<file path="src/rtl/tl_state_rr_arbiter.sv">
// rtl/tl_state_rr_arbiter.sv - round-robin arbiter feeding one TileLink state holding register
module tl_state_rr_arbiter #(
    parameter int N_REQ = 4,
    parameter int IDX_W = 2
) (
    input  logic               clock,
    input  logic               reset_n,
    input  logic [N_REQ-1:0]   in_valid,
    output logic [N_REQ-1:0]   in_ready,
    input  logic [4*N_REQ-1:0] in_size,
    input  logic [5*N_REQ-1:0] in_source,
    input  logic [N_REQ-1:0]   in_extra_id,
    input  logic               out_ready,
    output logic               out_valid,
    output logic [3:0]         out_size,
    output logic [4:0]         out_source,
    output logic               out_extra_id,
    output logic [IDX_W-1:0]   out_idx
);

    logic             full_q, full_d;
    logic [3:0]       size_q, size_d;
    logic [4:0]       source_q, source_d;
    logic             extra_q, extra_d;
    logic [IDX_W-1:0] idx_q, idx_d;
    logic [IDX_W-1:0] ptr_q, ptr_d;

    logic [N_REQ-1:0] grant;
    logic [IDX_W-1:0] win_idx;
    logic             found;
    logic [3:0]       win_size;
    logic [4:0]       win_source;
    logic             win_extra;
    logic             can_take;
    logic             enq;
    logic             deq;
    int               cand;

    // Scan upward from the priority pointer, wrapping at N_REQ.
    always_comb begin
        grant   = '0;
        win_idx = '0;
        found   = 1'b0;
        cand    = 0;
        for (int k = 0; k < N_REQ; k++) begin
            cand = int'(ptr_q) + k;
            if (cand >= N_REQ) begin
                cand = cand - N_REQ;
            end
            if (!found && in_valid[IDX_W'(cand)]) begin
                found               = 1'b1;
                win_idx             = IDX_W'(cand);
                grant[IDX_W'(cand)] = 1'b1;
            end
        end
    end

    always_comb begin
        win_size   = '0;
        win_source = '0;
        win_extra  = 1'b0;
        for (int i = 0; i < N_REQ; i++) begin
            if (grant[i]) begin
                win_size   = in_size[4*i +: 4];
                win_source = in_source[5*i +: 5];
                win_extra  = in_extra_id[i];
            end
        end
    end

    assign can_take = ~full_q | out_ready;
    assign in_ready = grant & {N_REQ{can_take}};
    assign enq      = found & can_take;
    assign deq      = full_q & out_ready;

    always_comb begin
        full_d   = full_q;
        size_d   = size_q;
        source_d = source_q;
        extra_d  = extra_q;
        idx_d    = idx_q;
        ptr_d    = ptr_q;
        if (enq) begin
            full_d   = 1'b1;
            size_d   = win_size;
            source_d = win_source;
            extra_d  = win_extra;
            idx_d    = win_idx;
            // Explicit wrap keeps non-power-of-two N_REQ in range.
            ptr_d    = (win_idx == IDX_W'(N_REQ - 1)) ? '0 : win_idx + 1'b1;
        end else if (deq) begin
            full_d   = 1'b0;
        end
    end

    always_ff @(posedge clock or negedge reset_n) begin
        if (!reset_n) begin
            full_q   <= 1'b0;
            size_q   <= '0;
            source_q <= '0;
            extra_q  <= 1'b0;
            idx_q    <= '0;
            ptr_q    <= '0;
        end else begin
            full_q   <= full_d;
            size_q   <= size_d;
            source_q <= source_d;
            extra_q  <= extra_d;
            idx_q    <= idx_d;
            ptr_q    <= ptr_d;
        end
    end

    assign out_valid    = full_q;
    assign out_size     = size_q;
    assign out_source   = source_q;
    assign out_extra_id = extra_q;
    assign out_idx      = idx_q;

endmodule

</file>
<file path="config.mk">
export PLATFORM = sky130hd
export DESIGN_NAME = tl_state_rr_arbiter
export DESIGN_NICKNAME = d
export VERILOG_FILES = /design/src/rtl/tl_state_rr_arbiter.sv
export SDC_FILE = /design/constraint.sdc
export NUM_CORES = 1
export LEC_CHECK = 0
export BUFFER_PORTS_ARGS = -buffer_cell sky130_fd_sc_hd__buf_2
export CORE_MARGIN = 2
export CORE_UTILIZATION = 30
export DETAILED_ROUTE_END_ITERATION = 16
export HOLD_SLACK_MARGIN = 0.12
export SLEW_MARGIN = 20
export SYNTH_ARGS = -nofsm -noshare
export SYNTH_HDL_FRONTEND = slang
export SYNTH_SLANG_ARGS = --single-unit
</file>
<file path="constraint.sdc">
create_clock -name clock -period 4.8 [get_ports clock]
set_input_delay 0.48 -clock clock [delete_from_list [all_inputs] [get_ports clock]]
set_output_delay 0.48 -clock clock [all_outputs]
set_load 0.02 [all_outputs]
</file>
# After elaboration in Yosys (flattened, before gate mapping)
# Index checks and enable logic that the tools add are counted.
[totals]
regBits = 15
latch_bits = 0
mem_bits_rw = 0
rom_bits = 0
inputBits = 47
output_inout_bits = 17
elab_cells = 97
memories = 0
[classes]
n_addsub = 8
multipliers = 0
div_mod_pow = 0
magnitude_cmp = 12
n_eq_ne = 1
shift = 0
muxes = 51
bitwise_logic = 8
n_reduce_logical = 11
[op_table]
columns = ["cell", "count"]
rows = [
  ["2-to-1 mux 4 bit", 8],
  ["2-to-1 mux 1 bit", 22],
  ["2-to-1 mux 5 bit", 4],
  ["2-to-1 mux 2 bit", 9],
  ["less-than comparator 2 x 4 -> 1 bit (second input constant)", 4],
  ["OR 4 bit", 3],
  [">= comparator 3 bit (second input constant)", 3],
  ["binary-select mux 1 bit (select 2 bit)", 4],
  ["demux 1 bit (select 2 bit)", 4],
  [">= comparator 2 x 1 -> 1 bit (second input constant)", 4],
  ["subtractor 2 x 1 -> 2 bit (second input constant)", 4],
  ["logical AND 1 bit", 7],
  ["adder 2 x 2 -> 3 bit (second input constant)", 2],
  ["AND 4 bit", 1],
  ["adder 2 x 1 -> 3 bit (second input constant)", 1],
  [">= comparator 2 x 3 -> 1 bit (second input constant)", 1],
  ["zero test 1 bit", 3],
  ["adder 2 x 1 -> 2 bit (second input constant)", 1],
  ["AND 1 bit", 2],
  ["== test 2 bit (second input constant)", 1],
  ["nonzero test 2 bit", 1],
  ["inverter 1 bit", 1],
  ["OR 1 bit", 1],
]

# Depth between registers and ports, before layout
# Gate-level depths: netlist of run 1.
[logic_depth]
word_depth = 19
mapped_depth = 11
depth_no_buf = 9

# Worst setup path before layout of run 1
# OpenSTA, ideal clock, no wires.
[synth_timing]
path_type = "register to output"
from = "reg with a tool-made name"
to = "out in_ready[3]"
arrival_ps = 2524
required_ps = 4320
setup_slack_ps = 1796
stages_incl_launch_ff = 10
n_path_buf = 2
path_cell_list = "dfrtp_1 -> buf_4 -> inv_1 -> ha_1 -> mux2i_1 -> mux2i_2 -> nor4_4 -> a221o_1 -> clkbuf_2 -> and2_1"
[synth_lines]
columns = ["element", "line", "rtl"]
rows = [
  ["end: declaration", "9", "output logic [N_REQ-1:0] in_ready,"],
]

==> results of run 1 <==
## final cells by class
| type | count | area [sq um] |
|---|---|---|
| Clock buffer | 3 | 41.29 |
| Clock inverter | 1 | 5.005 |
| Fill cell | 531 | 2890 |
| Inverter | 2 | 7.507 |
| Multi-Input combinational cell | 130 | 1028 |
| Sequential cell | 15 | 375.4 |
| Tap cell | 67 | 83.83 |
| Timing Repair Buffer | 64 | 322.8 |
## report_power, final
part / leakage (nW) / switching, mW / internal [mW] / total, mW
logic: 0.673 / 0.602 / 0.440 / 1.04
registers: 0.184 / 0.0660 / 0.187 / 0.253
clock network: 0.0255 / 0.0488 / 0.0575 / 0.106
## sequential cells by signal, summed over array words and instances, names as in the netlist, named ones only
name          flops
out_size          4
out_valid         1
out_source        5
out_idx           2
ptr_q             1
out_extra_id      1
## path summary, 6_finish.rpt
path / from / end / slack, ns / depth (start not counted)
setup / recovery: register / in_ready[3] / 0.81 / 8
hold / removal: reset_n / out_source[3]$_DFFE_PN0P_ / 0.13 / 1
setup reg to reg: register / out_extra_id$_DFFE_PN0P_ / 1.29 / 9
hold reg to reg: out_idx[0]$_DFFE_PN0P_ / out_idx[0]$_DFFE_PN0P_ / 0.48 / 1
max in group asynchronous: reset_n / out_source[2]$_DFFE_PN0P_ / 4.41 / 1
min in group clock: out_idx[0]$_DFFE_PN0P_ / out_idx[0]$_DFFE_PN0P_ / 0.48 / 1
## metrics by stage
step	total power, mW	hold WS [ns]	setup WS (ns)
CTS	1.408	0.1445	0.8348
detailed placement	1.299	0.4172	1.115
global placement	1.289	0.4171	1.207
global route	1.526	0.1581	0.4657
finish	1.402	0.1332	0.8126
floorplan	1.124	0.1844	1.796
## worst max-delay path, stage by stage (launching register included)
cell and delay [ns]:
sky130_fd_sc_hd__dfrtp_1 0.73, sky130_fd_sc_hd__inv_1 0.28, sky130_fd_sc_hd__ha_1 0.48, sky130_fd_sc_hd__mux2i_1 0.36
sky130_fd_sc_hd__mux2i_2 0.23, sky130_fd_sc_hd__nor4_4 0.36, sky130_fd_sc_hd__a221o_1 0.47, sky130_fd_sc_hd__and2_1 0.18
sky130_fd_sc_hd__buf_2 0.15
## cells by family (layout without fill, tap and decap cells)
kind of cell               Yosys count  after routing
AOI/OAI and AO/OA                   61             61
and+or+nand+nor                     48             48
DFF                                 15             15
buffers and inverters               13             70
muxes                               12             12
adders and majority gates            8              8
xor gates and xnor gates             1              1
## layer usage
layer	part of all wire	vias to the layer above	track usage
li1	-	714	-
met1	0.44	683	0.1899
met2	0.50	37	0.2340
met3	0.049	4	0.03794
met4	0.013	0	0.03373
met5	0	-	0
## placed cells by master, fill, tap and decap left out, types with 3 or more instances in the layout
cell type	netlist	layout
sky130_fd_sc_hd__nand2_1	8	8
sky130_fd_sc_hd__ha_1	8	8
sky130_fd_sc_hd__a221oi_2	10	10
sky130_fd_sc_hd__nor3_1	3	3
sky130_fd_sc_hd__o21ai_0	12	12
sky130_fd_sc_hd__o21ai_1	11	11
sky130_fd_sc_hd__nand2b_1	4	4
sky130_fd_sc_hd__a21oi_1	13	13
sky130_fd_sc_hd__mux2i_1	5	5
sky130_fd_sc_hd__mux2_2	3	3
sky130_fd_sc_hd__clkbuf_8	0	3
sky130_fd_sc_hd__buf_2	2	63
sky130_fd_sc_hd__o22ai_1	4	4
sky130_fd_sc_hd__nor2_1	5	5
sky130_fd_sc_hd__dfrtp_1	15	15
sky130_fd_sc_hd__and3_1	10	10
sky130_fd_sc_hd__mux4_2	3	3
==> impl_metrics.py, run 1 <==
metrics = {
    "finish": {
        "area_delta_synth_final_pct": 24.79,
        "finish.net_count": 271,
        "antenna_cells": 0,
        "drive_above_1_share": 0.4419,
        "postLayoutCoreUtil": 0.3921,
        "area_of_all_placed_cells_without_fillers_sq_um": 1864,
        "instances_no_fill": 282,
    },
    "timing": {
        "worstMarginPinSlew_ns": 0.6129,
        "unrepaired_setup_endpoints_after_global_routing": "no",
        "maxSlewViolCount": 0,
        "worst_slew_margin_rel": 0.5914,
        "setup_viol": 0,
        "time_the_worst_path_needs_with_i_o_delays_and_setup_ns": 3.987,
        "clock_skew_ns": 0.001687,
        "post-route-period-util": 0.8307,
        "max_freq_ghz": 0.2508,
        "report.final.hold_viol_count": 0,
        "final.setup.tns_ns": 0,
    },
    "floorplanning": {
        "initial_core_util": 0.3142,
        "core_region_area_sq_um": 4755,
        "dieWidth_microns": 74.57,
        "die_area_sq_um": 5560,
        "io_pins": 64,
        "standard_cell_row_count": 25,
        "die-height_microns": 74.57,
    },
    "drt": {
        "routed_vias": 1438,
        "post_drt_via_cell_ratio": 5.099,
        "remaining_drc_errors": 0,
        "detail_route.iter0.violations": 86,
        "routed_wirelength_microns": 4110,
        "detail-route-antenna-nets": 0,
        "detailedRoute.firstPassIterationCount": 4,
        "wire_per_inst_microns": 14.57,
    },
    "placement": {
        "place.detailed.hpwl_microns": 3204,
        "placement.io_buffers": 63,
        "detailed_place.area_sq_um": 1818,
        "cell_total_after_placement": 278,
        "globalplace.congestion": 0.7963,
    },
    "setup_path": {
        "critPathRequiredTime_ns": 4.32,
        "critical_path.startpoint_type": "register",
        "ws_path_type": "register to primary output",
        "critical_path_end_type": "primary output",
        "critical_path_peak_fanout": 19,
        "arrival_ns": 3.51,
    },
    "synth": {
        "synth_compound_area_frac": 0.3040,
        "synthCells": 158,
        "synth-seq-area-share": 0.2513,
        "yosysTopAreaCell": "sky130_fd_sc_hd__dfrtp_1",
        "syn_area_sq_um": 1494,
        "synth_fp_nets": 213,
        "register_bit_total_from_synthesis": 15,
        "synth_top_family_by_area": "compound AO/OA/AOI/OAI gates",
        "post_synthesis_mux_area_share": 0.1106,
        "ys_async_rst_share": 1.000,
        "avgSynthCellArea_sq_um": 9.455,
        "synthesis.yosys.warnings": 0,
        "count_of_unique_library_cells_instantiated_by_yosys": 45,
        "synth_simple_gate_area_share": 0.2010,
        "synth-adder-area-share": 0.06700,
        "synth_edf_count": 0,
        "synth_most_common_cell": "sky130_fd_sc_hd__dfrtp_1",
        "synth_top_cell_area_share": 0.2513,
        "synth_top_cells_by_area": "sky130_fd_sc_hd__dfrtp_1 (25%), sky130_fd_sc_hd__a221oi_2 (10%), sky130_fd_sc_hd__ha_1 (6.7%)",
        "synth_xor_xnor_area_share": 0.005863,
        "postSynth.topFlopCell": "sky130_fd_sc_hd__dfrtp_1",
        "synthTopCellsByCount": "sky130_fd_sc_hd__dfrtp_1 (15), sky130_fd_sc_hd__a21oi_1 (13), sky130_fd_sc_hd__o21ai_0 (12)",
    },
    "grt": {
        "wire_length_of_the_first_global_routing_pass_microns": 6196,
        "remaining_global_route_overflow": 0,
        "grt_pass1_vias": 1328,
        "grt_max_degree": 20,
        "antenna_found_initial": 0,
        "overall_track_demand_over_capacity_in_global_routing": 0.1433,
    },
    "flow_run": {
        "max-cap-violations": 0,
    },
    "cts": {
        "post_cts_hold_buffer_count": 0,
        "ctsLongestPathBuffers": 2,
        "clock_latency_ns": 0.25,
        "cts_made_buffers": 3,
        "root_buffer": "sky130_fd_sc_hd__clkbuf_8",
        "clkSinkCount": 15,
        "post_cts_resize_count": 0,
        "postCtsSetupRepairBufs": 0,
        "htreeDepth": 1,
        "clock_tree_from_tritoncts": "built",
        "clk_transition_reported_paths_ns": 0.07,
    },
    "power_and_ir_drop": {
        "power_density_nw_per_um2": 752.1,
        "power_leakage_nw": 0.8822,
        "vdd.ir_drop.worst_mv": 0.2114,
    },
    "run_status": {
        "run_status": "complete, no violations",
    },
    "min_path": {
        "min_path_type": "input pin to asynchronous set/reset pin",
    },
}
Power figures use the tool's default switching activity.
==> run 2, diff against run 1 <==
--- a/config.mk
+++ b/config.mk
@@ -5,6 +5,7 @@
 export SDC_FILE = /design/constraint.sdc
 export NUM_CORES = 1
 export LEC_CHECK = 0
+export ABC_AREA = 1
 export BUFFER_PORTS_ARGS = -buffer_cell sky130_fd_sc_hd__buf_2
 export CORE_MARGIN = 2
 export CORE_UTILIZATION = 30
==> constraint.sdc (replaced) <==
create_clock -name clock -period 3.8 [get_ports clock]
set_input_delay 0.38 -clock clock [delete_from_list [all_inputs] [get_ports clock]]
set_output_delay 0.38 -clock clock [all_outputs]
set_load 0.02 [all_outputs]
==> run 2 against run 1 <==
  * First-iteration DRC count grew 45%
  * Clock power grew 14%
  * Sequential share of layout area shrank 1.5 points
  * Synthesized cell count grew 64%
  * Critical path depth grew 4
  * Final cell count grew 38%
  * Die area grew 8.2%
  * Hold slack gained 0.34 ns
  * Non-clock buffer count is the same
  * Synthesized area grew 8.7%
  * Routed wire length grew 6.4%
  * Critical path type unchanged
  * Highest routed layer unchanged
==> impl_metrics.py, run 2 <==
metrics = {
    "min_path": {
        "holdCritStartpoint": "out_size[1]$_DFFE_PN0P_",
        "worstHoldPathCells": 2,
        "hold-path-endpoint": "out_size[1]$_DFFE_PN0P_",
        "min_path_type": "register to register",
    },
    "timing": {
        "worst_slew_margin_rel": 0.6564,
        "time_the_worst_path_needs_with_i_o_delays_and_setup_ns": 3.029,
        "max_freq_ghz": 0.3301,
        "maxSlewViolCount": 0,
        "post-route-period-util": 0.7971,
        "final.setup.tns_ns": 0,
        "clock_skew_ns": 0.002376,
        "setup_viol": 0,
        "unrepaired_setup_endpoints_after_global_routing": "no",
        "report.final.hold_viol_count": 0,
        "worstMarginPinSlew_ns": 0.5155,
    },
    "grt": {
        "grt_max_degree": 26,
        "remaining_global_route_overflow": 0,
        "grt_pass1_vias": 1599,
        "wire_length_of_the_first_global_routing_pass_microns": 7079,
        "antenna_found_initial": 0,
        "overall_track_demand_over_capacity_in_global_routing": 0.1426,
    },
    "synth": {
        "syn_area_sq_um": 1624,
        "synthCells": 259,
        "synth-seq-area-share": 0.2311,
        "ys_async_rst_share": 1.000,
        "count_of_unique_library_cells_instantiated_by_yosys": 25,
        "synth_fp_nets": 314,
        "synth_most_common_cell": "sky130_fd_sc_hd__nand2_1",
        "synth_edf_count": 0,
        "postSynth.topFlopCell": "sky130_fd_sc_hd__dfrtp_1",
        "register_bit_total_from_synthesis": 15,
        "synth_top_cell_area_share": 0.2311,
        "synthTopCellsByCount": "sky130_fd_sc_hd__nand2_1 (96), sky130_fd_sc_hd__inv_1 (34), sky130_fd_sc_hd__a21oi_1 (32)",
        "avgSynthCellArea_sq_um": 6.270,
        "synthesis.yosys.warnings": 0,
        "yosysTopAreaCell": "sky130_fd_sc_hd__dfrtp_1",
        "synth_top_cells_by_area": "sky130_fd_sc_hd__dfrtp_1 (23%), sky130_fd_sc_hd__nand2_1 (22%), sky130_fd_sc_hd__a21oi_1 (9.9%)",
    },
    "finish": {
        "commonest_non_fill_non_tap_cells_in_the_layout": "sky130_fd_sc_hd__nand2_1 (96), sky130_fd_sc_hd__buf_2 (63), sky130_fd_sc_hd__inv_1 (34)",
        "finish.net_count": 374,
        "area_delta_synth_final_pct": 23.88,
        "area_of_all_placed_cells_without_fillers_sq_um": 2012,
        "drive_above_1_share": 0.3208,
        "nFillCells": 565,
        "antenna_cells": 0,
        "final_common_cell": "sky130_fd_sc_hd__nand2_1",
        "number_of_flip_flops_in_the_largest_register": 5,
    },
    "setup_path": {
        "critPathRequiredTime_ns": 3.42,
        "critical-path-max-stage-delay_ns": 0.66,
        "r2r-end": "out_source[3]$_DFFE_PN0P_",
        "arrival_ns": 2.65,
        "rrSetupSlack_ns": 1.13,
        "critical_path.startpoint_type": "register",
        "ws_path_type": "register to primary output",
        "master_of_the_slowest_instance_on_the_critical_path": "sky130_fd_sc_hd__dfrtp_1",
        "reg2regPathDepth": 14,
        "critical_path_peak_fanout": 21,
        "cp_cell_sequence": "inv_6, ha_1, inv_1, nand3_1, nand2_2, nand2_4, nor2_4, nand3_2, nand3_2, nand2_1, inv_1, buf_2",
        "critical_path_end_type": "primary output",
    },
    "floorplanning": {
        "core_region_area_sq_um": 5172,
        "die-height_microns": 77.58,
        "dieWidth_microns": 77.58,
        "die_area_sq_um": 6018,
        "standard_cell_row_count": 26,
        "initial_core_util": 0.3140,
        "io_pins": 64,
    },
    "drt": {
        "wire_per_inst_microns": 11.27,
        "detailedRoute.firstPassIterationCount": 4,
        "detail-route-antenna-nets": 0,
        "remaining_drc_errors": 0,
        "detail_route.iter0.violations": 125,
        "post_drt_via_cell_ratio": 4.495,
        "routed_vias": 1744,
        "routed_wirelength_microns": 4373,
    },
    "power_and_ir_drop": {
        "vdd.ir_drop.worst_mv": 0.4002,
        "power_leakage_nw": 1.241,
        "power_density_nw_per_um2": 1101,
    },
    "cts": {
        "clk_transition_reported_paths_ns": 0.05,
        "cts_made_buffers": 3,
        "htreeDepth": 1,
        "clkSinkCount": 15,
        "ctsLongestPathBuffers": 2,
        "clock_latency_ns": 0.24,
        "clock_tree_from_tritoncts": "built",
        "root_buffer": "sky130_fd_sc_hd__clkbuf_8",
        "post_cts_resize_count": 0,
    },
    "placement": {
        "detailed_place.area_sq_um": 1957,
        "place.detailed.hpwl_microns": 3556,
        "placement.io_buffers": 63,
        "globalplace.congestion": 0.8472,
    },
    "run_status": {
        "run_status": "complete, no violations",
    },
    "flow_run": {
        "max-cap-violations": 0,
    },
}
run 2: changes by cell type in the layout (fill, tap and decap cells not counted), moves of 6 or more:
cell                       delta
sky130_fd_sc_hd__nand3_2      +8
sky130_fd_sc_hd__nand3_1      +6
sky130_fd_sc_hd__o21ai_1      -9
sky130_fd_sc_hd__inv_1       +32
sky130_fd_sc_hd__a21oi_1     +19
sky130_fd_sc_hd__nand2_2     +14
sky130_fd_sc_hd__nand2_1     +88
sky130_fd_sc_hd__and3_1      -10
sky130_fd_sc_hd__a221oi_2    -10
sky130_fd_sc_hd__o21ai_0      -9
run 2: where the power goes:
| group | switching (mW) | total, mW | internal, mW |
|---|---|---|---|
| sequential | 0.0718 | 0.320 | 0.248 |
| clock | 0.0467 | 0.121 | 0.0739 |
| combinational | 1.21 | 1.77 | 0.564 |
run 2: logic make-up after synthesis:
logic type | Yosys count | share of synthesized area
simple gates | 146 | 0.4345
fa+ha+maj | 8 | 0.06164
buf+inv | 49 | 0.1402
compound gates | 41 | 0.1325
flops | 15 | 0.2311
run 2: per-stage QoR:
stage	worst slack, ns	cells	hold slack [ns]	utilization	power [mW]
finish	0.7710	388	0.4733	0.3890	2.216
global route	0.5289	388	0.4902	0.3890	2.500
CTS	0.7680	388	0.4770	0.3890	2.218
detailed placement	1.038	383	0.2990	0.3783	2.085
global placement	1.106	383	0.2968	0.3783	2.077
floorplan	1.464	259	0.08441	-	1.757
run 2: worst max-delay path by stage:
stage | from | slack (ns) | end | cells past startpoint
floorplan | register | 1.46 | in_ready[3] | 13
global placement | register | 1.11 | in_ready[3] | 12
CTS | register | 0.77 | in_ready[3] | 12
global route | register | 0.53 | in_ready[3] | 12
detailed placement | register | 1.04 | in_ready[3] | 12
finish | register | 0.77 | in_ready[3] | 12
run 2: per-layer routing:
metal | track usage | vias to the layer above | part of all wire
met5 | 0 | - | 0
met4 | 0.03929 | 0 | 0.012
met3 | 0.01047 | 6 | 0.037
met2 | 0.2348 | 49 | 0.48
met1 | 0.2009 | 767 | 0.47
li1 | - | 922 | -
run 2: layout make-up:
class                      count  area (sq um)  share of cell area
multi-input combinational    195          1021              0.5075
sequential                    15         375.4              0.1866
timing repair buffer          64         325.3              0.1617
inverter                      40         157.7             0.07836
tap                           70         87.58             0.04353
clock buffer                   4         45.04             0.02239
run 2: critical path, delay by kind of cell (launching register included):
family / cells / cell delay [ns]
buffers and inverters: 4 / 0.48
AND/OR/NAND/NOR: 7 / 0.89
flip-flops: 1 / 0.66
adder cells (fa/ha/maj): 1 / 0.37
run 2: repair_timing:
item                      4_1_cts  5_1_grt
hold buffers                    1        0
buffers inserted                0        0
hold endpoints to repair       15        0
